<file path="src/rtl/acc_alu_if.sv">
// Bus between the control unit (master) and the accumulator ALU (slave).
//
// Handshake: the master raises start for one or more cycles with ctrl and
// operand valid alongside it; an edge with start=1 and busy=0 accepts the
// operation. start is ignored while busy=1; nothing is queued. done is a
// registered one-cycle pulse marking completion. clear at an edge overrides
// start and aborts any operation in progress without a done pulse.
// state_dbg mirrors the FSM state register (0 = idle, 1 = multiplying).
interface acc_alu_if #(
    parameter int WIDTH = 8
);
    logic             start;
    logic             clear;
    logic [3:0]       ctrl;
    logic [WIDTH-1:0] operand;
    logic [WIDTH-1:0] acc;
    logic             ovr;
    logic             zero;
    logic             busy;
    logic             done;
    logic             state_dbg;

    modport master (
        output start, clear, ctrl, operand,
        input  acc, ovr, zero, busy, done, state_dbg
    );

    modport slave (
        input  start, clear, ctrl, operand,
        output acc, ovr, zero, busy, done, state_dbg
    );
endinterface

</file>
<file path="src/rtl/acc_alu.sv">
// Accumulator ALU: the accumulator is operand A, the bus operand is B.
// Single-cycle ops update acc/ovr at the accepting edge; MUL runs a
// WIDTH-step shift-add sequence and writes acc/ovr at its final edge.
module acc_alu #(
    parameter int WIDTH = 8
) (
    input  logic      clk,
    input  logic      rst_n,
    acc_alu_if.slave  bus
);
    localparam int CW = $clog2(WIDTH + 1);
    localparam int PW = 2 * WIDTH;

    localparam logic [3:0] OP_AND  = 4'b0000;
    localparam logic [3:0] OP_OR   = 4'b0001;
    localparam logic [3:0] OP_ADD  = 4'b0010;
    localparam logic [3:0] OP_SUB  = 4'b0110;
    localparam logic [3:0] OP_SLT  = 4'b0111;
    localparam logic [3:0] OP_NOR  = 4'b1100;
    localparam logic [3:0] OP_LOAD = 4'b1000;
    localparam logic [3:0] OP_SHL  = 4'b1010;
    localparam logic [3:0] OP_SHR  = 4'b1011;
    localparam logic [3:0] OP_MUL  = 4'b1001;

    typedef enum logic {
        S_IDLE = 1'b0,
        S_MUL  = 1'b1
    } state_t;

    state_t           state_q, state_d;
    logic [WIDTH-1:0] acc_q, acc_d;
    logic             ovr_q, ovr_d;
    logic             done_q, done_d;
    logic [PW-1:0]    mcand_q, mcand_d;
    logic [WIDTH-1:0] mplier_q, mplier_d;
    logic [PW-1:0]    prod_q, prod_d;
    logic [CW-1:0]    cnt_q, cnt_d;

    logic             busy_o;
    logic             accept;
    logic             is_mul;
    logic             last_step;
    logic [PW-1:0]    step_sum;
    logic [WIDTH:0]   add_w;
    logic [WIDTH:0]   sub_w;
    logic [WIDTH-1:0] alu_res;
    logic             alu_ovr;

    // An operation is taken only from idle, and clear always wins over start.
    assign accept    = (state_q == S_IDLE) && bus.start && !bus.clear;
    assign is_mul    = (bus.ctrl == OP_MUL);
    assign last_step = (cnt_q == CW'(1));
    assign step_sum  = prod_q + (mplier_q[0] ? mcand_q : '0);

    // Single-cycle ALU result; the WIDTH+1 bit sums give carry and borrow.
    always_comb begin
        add_w   = {1'b0, acc_q} + {1'b0, bus.operand};
        sub_w   = {1'b0, acc_q} - {1'b0, bus.operand};
        alu_res = '0;
        alu_ovr = 1'b0;
        case (bus.ctrl)
            OP_AND:  alu_res = acc_q & bus.operand;
            OP_OR:   alu_res = acc_q | bus.operand;
            OP_ADD: begin
                alu_res = add_w[WIDTH-1:0];
                alu_ovr = add_w[WIDTH];
            end
            OP_SUB: begin
                alu_res = sub_w[WIDTH-1:0];
                alu_ovr = sub_w[WIDTH];
            end
            OP_SLT:  alu_res = {{(WIDTH-1){1'b0}}, sub_w[WIDTH]};
            OP_NOR:  alu_res = ~(acc_q | bus.operand);
            OP_LOAD: alu_res = bus.operand;
            OP_SHL: begin
                alu_res = {acc_q[WIDTH-2:0], 1'b0};
                alu_ovr = acc_q[WIDTH-1];
            end
            OP_SHR: begin
                alu_res = {1'b0, acc_q[WIDTH-1:1]};
                alu_ovr = acc_q[0];
            end
            default: begin
                alu_res = '0;
                alu_ovr = 1'b0;
            end
        endcase
    end

    // Next state: enter MUL on an accepted multiply, leave on the last step or clear.
    always_comb begin
        state_d = state_q;
        case (state_q)
            S_IDLE: begin
                if (accept && is_mul) begin
                    state_d = S_MUL;
                end
            end
            S_MUL: begin
                if (bus.clear || last_step) begin
                    state_d = S_IDLE;
                end
            end
            default: state_d = S_IDLE;
        endcase
    end

    // FSM outputs: busy is decoded straight from the state register.
    always_comb begin
        busy_o = (state_q == S_MUL);
    end

    // Datapath next values: clear, then accepted op, then multiply steps.
    always_comb begin
        acc_d    = acc_q;
        ovr_d    = ovr_q;
        done_d   = 1'b0;
        mcand_d  = mcand_q;
        mplier_d = mplier_q;
        prod_d   = prod_q;
        cnt_d    = cnt_q;
        if (bus.clear) begin
            acc_d = '0;
            ovr_d = 1'b0;
            cnt_d = '0;
        end else if (accept) begin
            if (is_mul) begin
                // acc keeps its old value until the final multiply edge
                mcand_d  = {{WIDTH{1'b0}}, acc_q};
                mplier_d = bus.operand;
                prod_d   = '0;
                cnt_d    = CW'(WIDTH);
            end else begin
                acc_d  = alu_res;
                ovr_d  = alu_ovr;
                done_d = 1'b1;
            end
        end else if (state_q == S_MUL) begin
            prod_d   = step_sum;
            mcand_d  = mcand_q << 1;
            mplier_d = mplier_q >> 1;
            cnt_d    = cnt_q - CW'(1);
            if (last_step) begin
                acc_d  = step_sum[WIDTH-1:0];
                ovr_d  = |step_sum[PW-1:WIDTH];
                done_d = 1'b1;
            end
        end
    end

    // State register.
    always_ff @(posedge clk or negedge rst_n) begin
        if (!rst_n) begin
            state_q <= S_IDLE;
        end else begin
            state_q <= state_d;
        end
    end

    // Datapath registers.
    always_ff @(posedge clk or negedge rst_n) begin
        if (!rst_n) begin
            acc_q    <= '0;
            ovr_q    <= 1'b0;
            done_q   <= 1'b0;
            mcand_q  <= '0;
            mplier_q <= '0;
            prod_q   <= '0;
            cnt_q    <= '0;
        end else begin
            acc_q    <= acc_d;
            ovr_q    <= ovr_d;
            done_q   <= done_d;
            mcand_q  <= mcand_d;
            mplier_q <= mplier_d;
            prod_q   <= prod_d;
            cnt_q    <= cnt_d;
        end
    end

    assign bus.acc       = acc_q;
    assign bus.ovr       = ovr_q;
    assign bus.zero      = (acc_q == '0);
    assign bus.busy      = busy_o;
    assign bus.done      = done_q;
    assign bus.state_dbg = state_q;
endmodule

</file>
<file path="src/flat_wrapper.sv">
// flat-port wrapper written by rule: the top's interface ports become plain ports
module acc_alu_flat 
#(
    parameter int WIDTH = 8
)
  (clk, rst_n, bus_start, bus_clear, bus_ctrl, bus_operand, bus_acc, bus_ovr, bus_zero, bus_busy, bus_done, bus_state_dbg);
  acc_alu_if #(.WIDTH(WIDTH)) bus_i ();
  input  logic clk;
  input  logic rst_n;
  input wire logic [$bits(bus_i.start)-1:0] bus_start;
  input wire logic [$bits(bus_i.clear)-1:0] bus_clear;
  input wire logic [$bits(bus_i.ctrl)-1:0] bus_ctrl;
  input wire logic [$bits(bus_i.operand)-1:0] bus_operand;
  output wire logic [$bits(bus_i.acc)-1:0] bus_acc;
  output wire logic [$bits(bus_i.ovr)-1:0] bus_ovr;
  output wire logic [$bits(bus_i.zero)-1:0] bus_zero;
  output wire logic [$bits(bus_i.busy)-1:0] bus_busy;
  output wire logic [$bits(bus_i.done)-1:0] bus_done;
  output wire logic [$bits(bus_i.state_dbg)-1:0] bus_state_dbg;
  assign bus_i.start = bus_start;
  assign bus_i.clear = bus_clear;
  assign bus_i.ctrl = bus_ctrl;
  assign bus_i.operand = bus_operand;
  assign bus_acc = bus_i.acc;
  assign bus_ovr = bus_i.ovr;
  assign bus_zero = bus_i.zero;
  assign bus_busy = bus_i.busy;
  assign bus_done = bus_i.done;
  assign bus_state_dbg = bus_i.state_dbg;
  acc_alu #(.WIDTH(WIDTH)) u_core (.clk(clk), .rst_n(rst_n), .bus(bus_i));
endmodule
</file>
<file path="config.mk">
export PLATFORM = sky130hd
export DESIGN_NAME = acc_alu_flat
export DESIGN_NICKNAME = d
export VERILOG_FILES = /design/src/rtl/acc_alu_if.sv /design/src/rtl/acc_alu.sv /design/src/flat_wrapper.sv
export SDC_FILE = /design/constraint.sdc
export NUM_CORES = 1
export LEC_CHECK = 0
export ABC_CLOCK_PERIOD_IN_PS = 4000
export CAP_MARGIN = 20
export CORE_ASPECT_RATIO = 0.7
export CORE_MARGIN = 2
export CORE_UTILIZATION = 40
export CTS_BUF_LIST = sky130_fd_sc_hd__clkbuf_16
export DETAILED_ROUTE_END_ITERATION = 6
export GPL_TIMING_DRIVEN = 0
export PLACE_DENSITY = 0.58
export SYNTH_ARGS = -nofsm -noshare
export SYNTH_HDL_FRONTEND = slang
export SYNTH_SLANG_ARGS = --single-unit
</file>
<file path="constraint.sdc">
create_clock -name clk -period 4 [get_ports clk]
set_input_delay 0.8 -clock clk [delete_from_list [all_inputs] [get_ports clk]]
set_output_delay 0.8 -clock clk [all_outputs]
set_load 0.005 [all_outputs]
</file>
* Word level (Yosys, flattened, before mapping)
Cells that the tools add are included.
Word-level totals: bits in registers 55, bits of input ports 16, output and inout port bits 13, logic and storage cells 78
Cells by class: add/subtract/negate cells 4, equality and inequality tests 13, mux-type cells 34, bitwise operators 5, reductions and logical operators 14
Operators by type and width (count):
- 2-to-1 mux 16 bit | 7
- case mux 8 bit (9 select lines) | 1
- 2-to-1 mux 8 bit | 8
- == test 4 bit (second input constant) | 5
- adder 16 bit | 1
- 2-to-1 mux 4 bit | 4
- 2-to-1 mux 1 bit | 12
- adder 8 x 8 -> 9 bit | 1
- subtractor 8 x 8 -> 9 bit | 1
- bitwise AND 8 bit | 1
- == test 4 x 1 -> 1 bit (second input constant) | 2
- == test 4 x 3 -> 1 bit (second input constant) | 2
- zero test 8 bit | 1
- inverter 8 bit | 1
- bitwise OR 8 bit | 1
- OR reduction 8 bit | 1
- inequality test 3 bit (second input constant) | 2
- AND reduction 3 bit | 2
- nonzero test 3 bit | 2
- == test 4 x 2 -> 1 bit (second input constant) | 1
- zero test 4 bit | 1
- case mux 1 bit (4 select lines) | 1
- subtractor 4 x 1 -> 4 bit (second input constant) | 1
- logical AND 1 bit | 3
- 7 further kinds | 8

* Depth between registers and ports, before layout
Gate-level depths: netlist (run 1).
word-level depth 7, gate-level depth with buffers 12

* Worst setup path after synthesis (run 1)
No wires, ideal clock.
path kind in2reg, start point input port bus_operand[0], end point register u_core.acc_q[6], in the netlist u_core.bus.acc[6], arrival 2.730 ns, required time 3.847 ns, path slack 1.117 ns, stages 10, buffers on the path 0, cell sequence ha_1 > fa_1 > a21o_1 > a21o_1 > a21o_1 > a21oi_1 > xor2_1 > nor2_1 > o41ai_1 > o311ai_0
Between the ends: word-level cells in the longest chain between the ends 5, elaborated cells on any way between the ends 6
Ends and longest elaborated chain:
- start, declared | line flat_wrapper.sv:13 | input wire logic [$bits(bus_i.operand)-1:0] bus_operand;
- subtractor 8 x 8 -> 9 bit or adder 8 x 8 -> 9 bit (tied branches) | line acc_alu.sv:58, acc_alu.sv:57
- case mux 8 bit (9 select lines) (*) | line acc_alu.sv:61 | case (bus.ctrl)
- 2-to-1 mux 8 bit (*) | line acc_alu.sv:127 | if (is_mul) begin
- 2-to-1 mux 8 bit (*) | line acc_alu.sv:126 | end else if (accept) begin
- 2-to-1 mux 8 bit (*) | line acc_alu.sv:122 | if (bus.clear) begin
- end signal, assigned | line acc_alu.sv:163 | acc_q <= '0;
- end signal, assigned | line acc_alu.sv:171 | acc_q <= acc_d;
- end, declared | line acc_alu.sv:31 | logic [WIDTH-1:0] acc_q, acc_d;
Mark *: on every way between the ends. The rest lies on a longest branch, timed or not. The select of a mux whose other input is x is not followed. A chain may end at the register's enable or synchronous reset.

* Final worst setup path (run 1)
Same ends and word-level chain as after synthesis.

==> reports/qor.csv, run 1 <==
stage,metric,value,unit
status,status,completed,
critical_path,arrival,3780,ps
clocking,htree_num_levels,2,
floorplan,core_area,0.0112,mm2
floorplan,ios,29,
critical_path,critical_path_class,in2reg,
critical_path,crit_start,bus_operand[0],
job,maxCapViolCount,0,
sta,drv_slew,0,
sta,tightest_slew,1010,ps
clocking,clkSlewWorstSetupHoldPaths,70,ps
logic_synthesis,ys_ff_latch,55,
power,ir_worst_vdd,0.172,mV
critical_path,start_kind,primary input,
global_route,track_usage,23.3,%
final_layout,ff_latch_area,0.00138,mm2
logic_synthesis,synth-edff-count,0,
clocking,clock_sinks,55,
detailed_routing,vias,4354,
sta,max_freq,0.276,GHz
logic_synthesis,yosysSeqAreaShare,29.6,%
power,p_per_area,272,mW/mm2
clocking,clock_path_buffers,2,
final_layout,multi_input_area,0.00300,mm2
clocking,clk_latency,300,ps
sta,fin_skew,5.92,ps
clocking,cts_buffers,5,
detailed_routing,antenna_left,0,
detailed_routing,drc,0,
final_layout,fin_util,47.4,%
placed_design,port_buffers,26,
detailed_routing,wl_met2,5310,um
detailed_routing,firstDrtPassIters,5,
final_layout,area_growth,14.1,%
global_route,grt_pass1_vias,4037,
floorplan,rows,32,
min_path,hold_class,in2async,
final_layout,n_fill_cell,1108,
logic_synthesis,yosys_warnings,0,
logic_synthesis,synth_area_per_cell,8.56,um2
logic_synthesis,syn_area,0.00464,mm2
placed_design,gp_congestion,0.949,
clocking,cts_hold_buffers,0,
detailed_routing,route.met3.wl,991,um
critical_path,crit_path_end_kind,register,
detailed_routing,drt_iter0_markers,396,
power,total_power,1440,uW
clocking,cts_setup_buffers,0,
final_layout,n_antenna_cell,0,
logic_synthesis,ys_types,69,
global_route,grt_overflow,0,
critical_path,cp.required,4160,ps
sta,setup_viol,0,
detailed_routing,wl,14000,um
floorplan,die_y,94.1,um
sta,fin_crit_sh,90.6,%
logic_synthesis,synth-main-ff-cell,dfrtp_1,
floorplan,die_x,133,um
sta,rsz0062_at_grt,false,
sta,hold_viol,0,
global_route,antenna_found_initial,0,
global_route,grt_pass1_wl,22500,um
clocking,cts_tree,yes,
placed_design,dp_hpwl,10800,um
sta,setup-tns-final,0,ps
floorplan,initial_utilization,41.6,%
final_layout,drive_above_1_share,5.55,%
logic_synthesis,synth_fp_nets,602,
final_layout,final_net_count,636,
critical_path,reg2reg_from,u_core.mplier_q[0],
clocking,cts.root.buffer_cell,clkbuf_16,
critical_path,cp_max_fo,4,
logic_synthesis,synthArstFlopShare,100,%
detailed_routing,routedWlPerCell,19.1,um
detailed_routing,top_layer,met4,
clocking,cts-resized-gates,0,
logic_synthesis,synth_cells,542,
floorplan,die_area,0.0125,mm2
power,p_leak,0.00231,uW
detailed_routing,wl_met1,7530,um
global_route,grt_max_degree,40,
sta,slew_headroom,32.8,%
sta,post-route-min-period,3620,ps
detailed_routing,viasPerCell,5.96,
-- layout by cell type (no fill, tap or decap), types with 3 or more instances in the layout --
master           instances
o211ai_1                 3
a211oi_1                 6
a221oi_1                 6
o31ai_1                  4
nor3_1                  12
o21bai_1                 7
a21o_1                   9
a22oi_1                  7
mux2i_1                 20
nand2_1                 44
nor2b_1                  6
nand3b_1                 6
clkdlybuf4s50_1         25
xnor2_1                  9
dfrtp_1                 55
nor3b_1                  5
a31oi_1                  5
o22ai_1                  6
and2_1                  18
nand2b_1                 7
clkbuf_1                25
a21oi_1                 33
o32a_1                   3
a22o_1                  18
nand3_1                  8
fa_1                     3
nor2_1                  35
ha_1                    41
inv_1                   32
o21ai_0                 46
mux2_2                   5
nand4_1                  5
xor2_1                   3
clkbuf_16                5
o221ai_1                 3
-- synth_stat cells, types with 5 or more instances --
master,instances,share of area [%]
a221oi_1,6,1.1
nand2b_1,7,0.94
nor2_1,35,2.8
a22oi_1,7,1.1
o21ai_0,46,5.0
nand3_1,8,0.86
a21o_1,9,1.5
o22ai_1,6,0.81
nand2_1,44,3.6
nand3b_1,6,0.97
ha_1,41,11
a31oi_1,5,0.67
nand4_1,5,0.67
dfrtp_1,55,30
nor3b_1,5,0.81
mux2_2,5,1.2
a22o_1,18,3.4
a211oi_1,6,0.97
mux2i_1,20,4.3
inv_1,31,2.5
o21bai_1,7,1.1
xnor2_1,9,1.7
a21oi_1,33,3.6
and2_1,18,2.4
nor2b_1,6,0.81
nor3_1,12,1.3
clkbuf_1,25,2.0
-- power by group --
group | leakage [uW] | internal (uW) | switching (uW)
registers | 0.000760 | 582 | 27.2
logic | 0.00145 | 103 | 159
clock network | 0.0000952 | 357 | 216
-- cell families (layout without fill, tap and decap cells) --
logic type / Yosys count / in the layout / synth area share, %
compound gates: 177 / 177 / 25.7
simple gates: 166 / 166 / 18.7
buf+inv: 63 / 98 / 5.80
flops: 55 / 55 / 29.6
fa+ha+maj: 44 / 44 / 12.3
mux: 25 / 25 / 5.53
xor+xnor: 12 / 12 / 2.26
-- per-layer routing --
metal	global-route usage, %	up-vias
met1	37.3	2159
met4	4.30	0
li1	-	2036
met5	0	-
met2	30.8	150
met3	5.56	9
-- stage by stage --
step | cells | hold slack (ps) | setup WS [ps] | instance area [um2]
6_report | 730 | 422 | 376 | 5300
5_1_grt | 730 | 453 | 159 | 5300
4_1_cts | 730 | 436 | 403 | 5300
3_5_place_dp | 722 | 476 | 101 | 5110
3_3_place_gp | 721 | 464 | 97.5 | 5090
2_1_floorplan | 542 | 449 | 1120 | 4640
-- layout make-up --
class,count,share of cell area [%]
well taps,153,3.61
flip-flops and latches,55,26.0
repair buffers,27,5.20
clock inverters,3,1.20
plain buffers,32,2.88
inverters,31,2.20
clock buffers,5,2.36
multi-input cells,424,56.6
-- worst paths after layout --
| kind | to | slack [ps] | cells after the start |
|---|---|---|---|
| max | u_core.bus.acc[6] | 380 | 11 |
| min | u_core.mplier_q[1] | 420 | 1 |
| max reg2reg | u_core.bus.ovr | 430 | 12 |
| min reg2reg | u_core.mplier_q[3] | 490 | 2 |
| max in group asynchronous | u_core.mcand_q[10] | 3020 | 2 |
| min in group clk | u_core.mplier_q[3] | 490 | 2 |
-- worst max-delay path, cell delays in order --
cell,delay [ps]
clkdlybuf4s50_1,500
ha_1,280
fa_1,420
a21o_1,180
a21o_1,210
a21o_1,200
a21oi_1,310
xor2_1,170
nor2_1,50
o41ai_1,450
o311ai_0,200
-- state kept, by name, summed over array words and instances (netlist names) --
| register | flops |
|---|---|
| u_core.mcand_q | 16 |
| u_core.prod_q | 16 |
| u_core.bus.acc | 8 |
| u_core.mplier_q | 8 |
| u_core.cnt_q | 4 |
| u_core.bus.busy | 1 |
| u_core.bus.done | 1 |
| u_core.bus.ovr | 1 |
No activity file was read; power rests on OpenSTA's default activity.
==> run 2, diff against run 1 <==
--- a/config.mk
+++ b/config.mk
@@ -5,7 +5,7 @@
 export SDC_FILE = /design/constraint.sdc
 export NUM_CORES = 1
 export LEC_CHECK = 0
-export ABC_CLOCK_PERIOD_IN_PS = 4000
+export ABC_CLOCK_PERIOD_IN_PS = 3900
 export CAP_MARGIN = 20
 export CORE_ASPECT_RATIO = 0.7
 export CORE_MARGIN = 2
==> constraint.sdc (replaced) <==
create_clock -name clk -period 3.9 [get_ports clk]
set_input_delay 0.78 -clock clk [delete_from_list [all_inputs] [get_ports clk]]
set_output_delay 0.78 -clock clk [all_outputs]
set_load 0.005 [all_outputs]
==> results of run 2 <==
The final DEF is identical to that of run 1. Status: completed.
Main changes from that run: setup slack after placement 101 ps -> 20.8 ps; setup slack after layout 376 ps -> 296 ps; hold slack 422 ps -> 402 ps; register-to-register setup slack 430 ps -> 330 ps; total power 1440 uW -> 1480 uW; worst IR drop on VDD 0.172 mV -> 0.176 mV
==> run 3, diff against run 2 <==
--- a/config.mk
+++ b/config.mk
@@ -13,7 +13,9 @@
 export CTS_BUF_LIST = sky130_fd_sc_hd__clkbuf_16
 export DETAILED_ROUTE_END_ITERATION = 6
 export GPL_TIMING_DRIVEN = 0
+export HOLD_SLACK_MARGIN = 0.03
 export PLACE_DENSITY = 0.58
+export SKIP_LAST_GASP = 1
 export SYNTH_ARGS = -nofsm -noshare
 export SYNTH_HDL_FRONTEND = slang
 export SYNTH_SLANG_ARGS = --single-unit
==> results of run 3 <==
The final DEF is identical to that of run 1. Status: completed.
Main changes from that run: setup slack after placement 101 ps -> 20.8 ps; setup slack after layout 376 ps -> 296 ps; hold slack 422 ps -> 402 ps; register-to-register setup slack 430 ps -> 330 ps; total power 1440 uW -> 1480 uW; worst IR drop on VDD 0.172 mV -> 0.176 mV
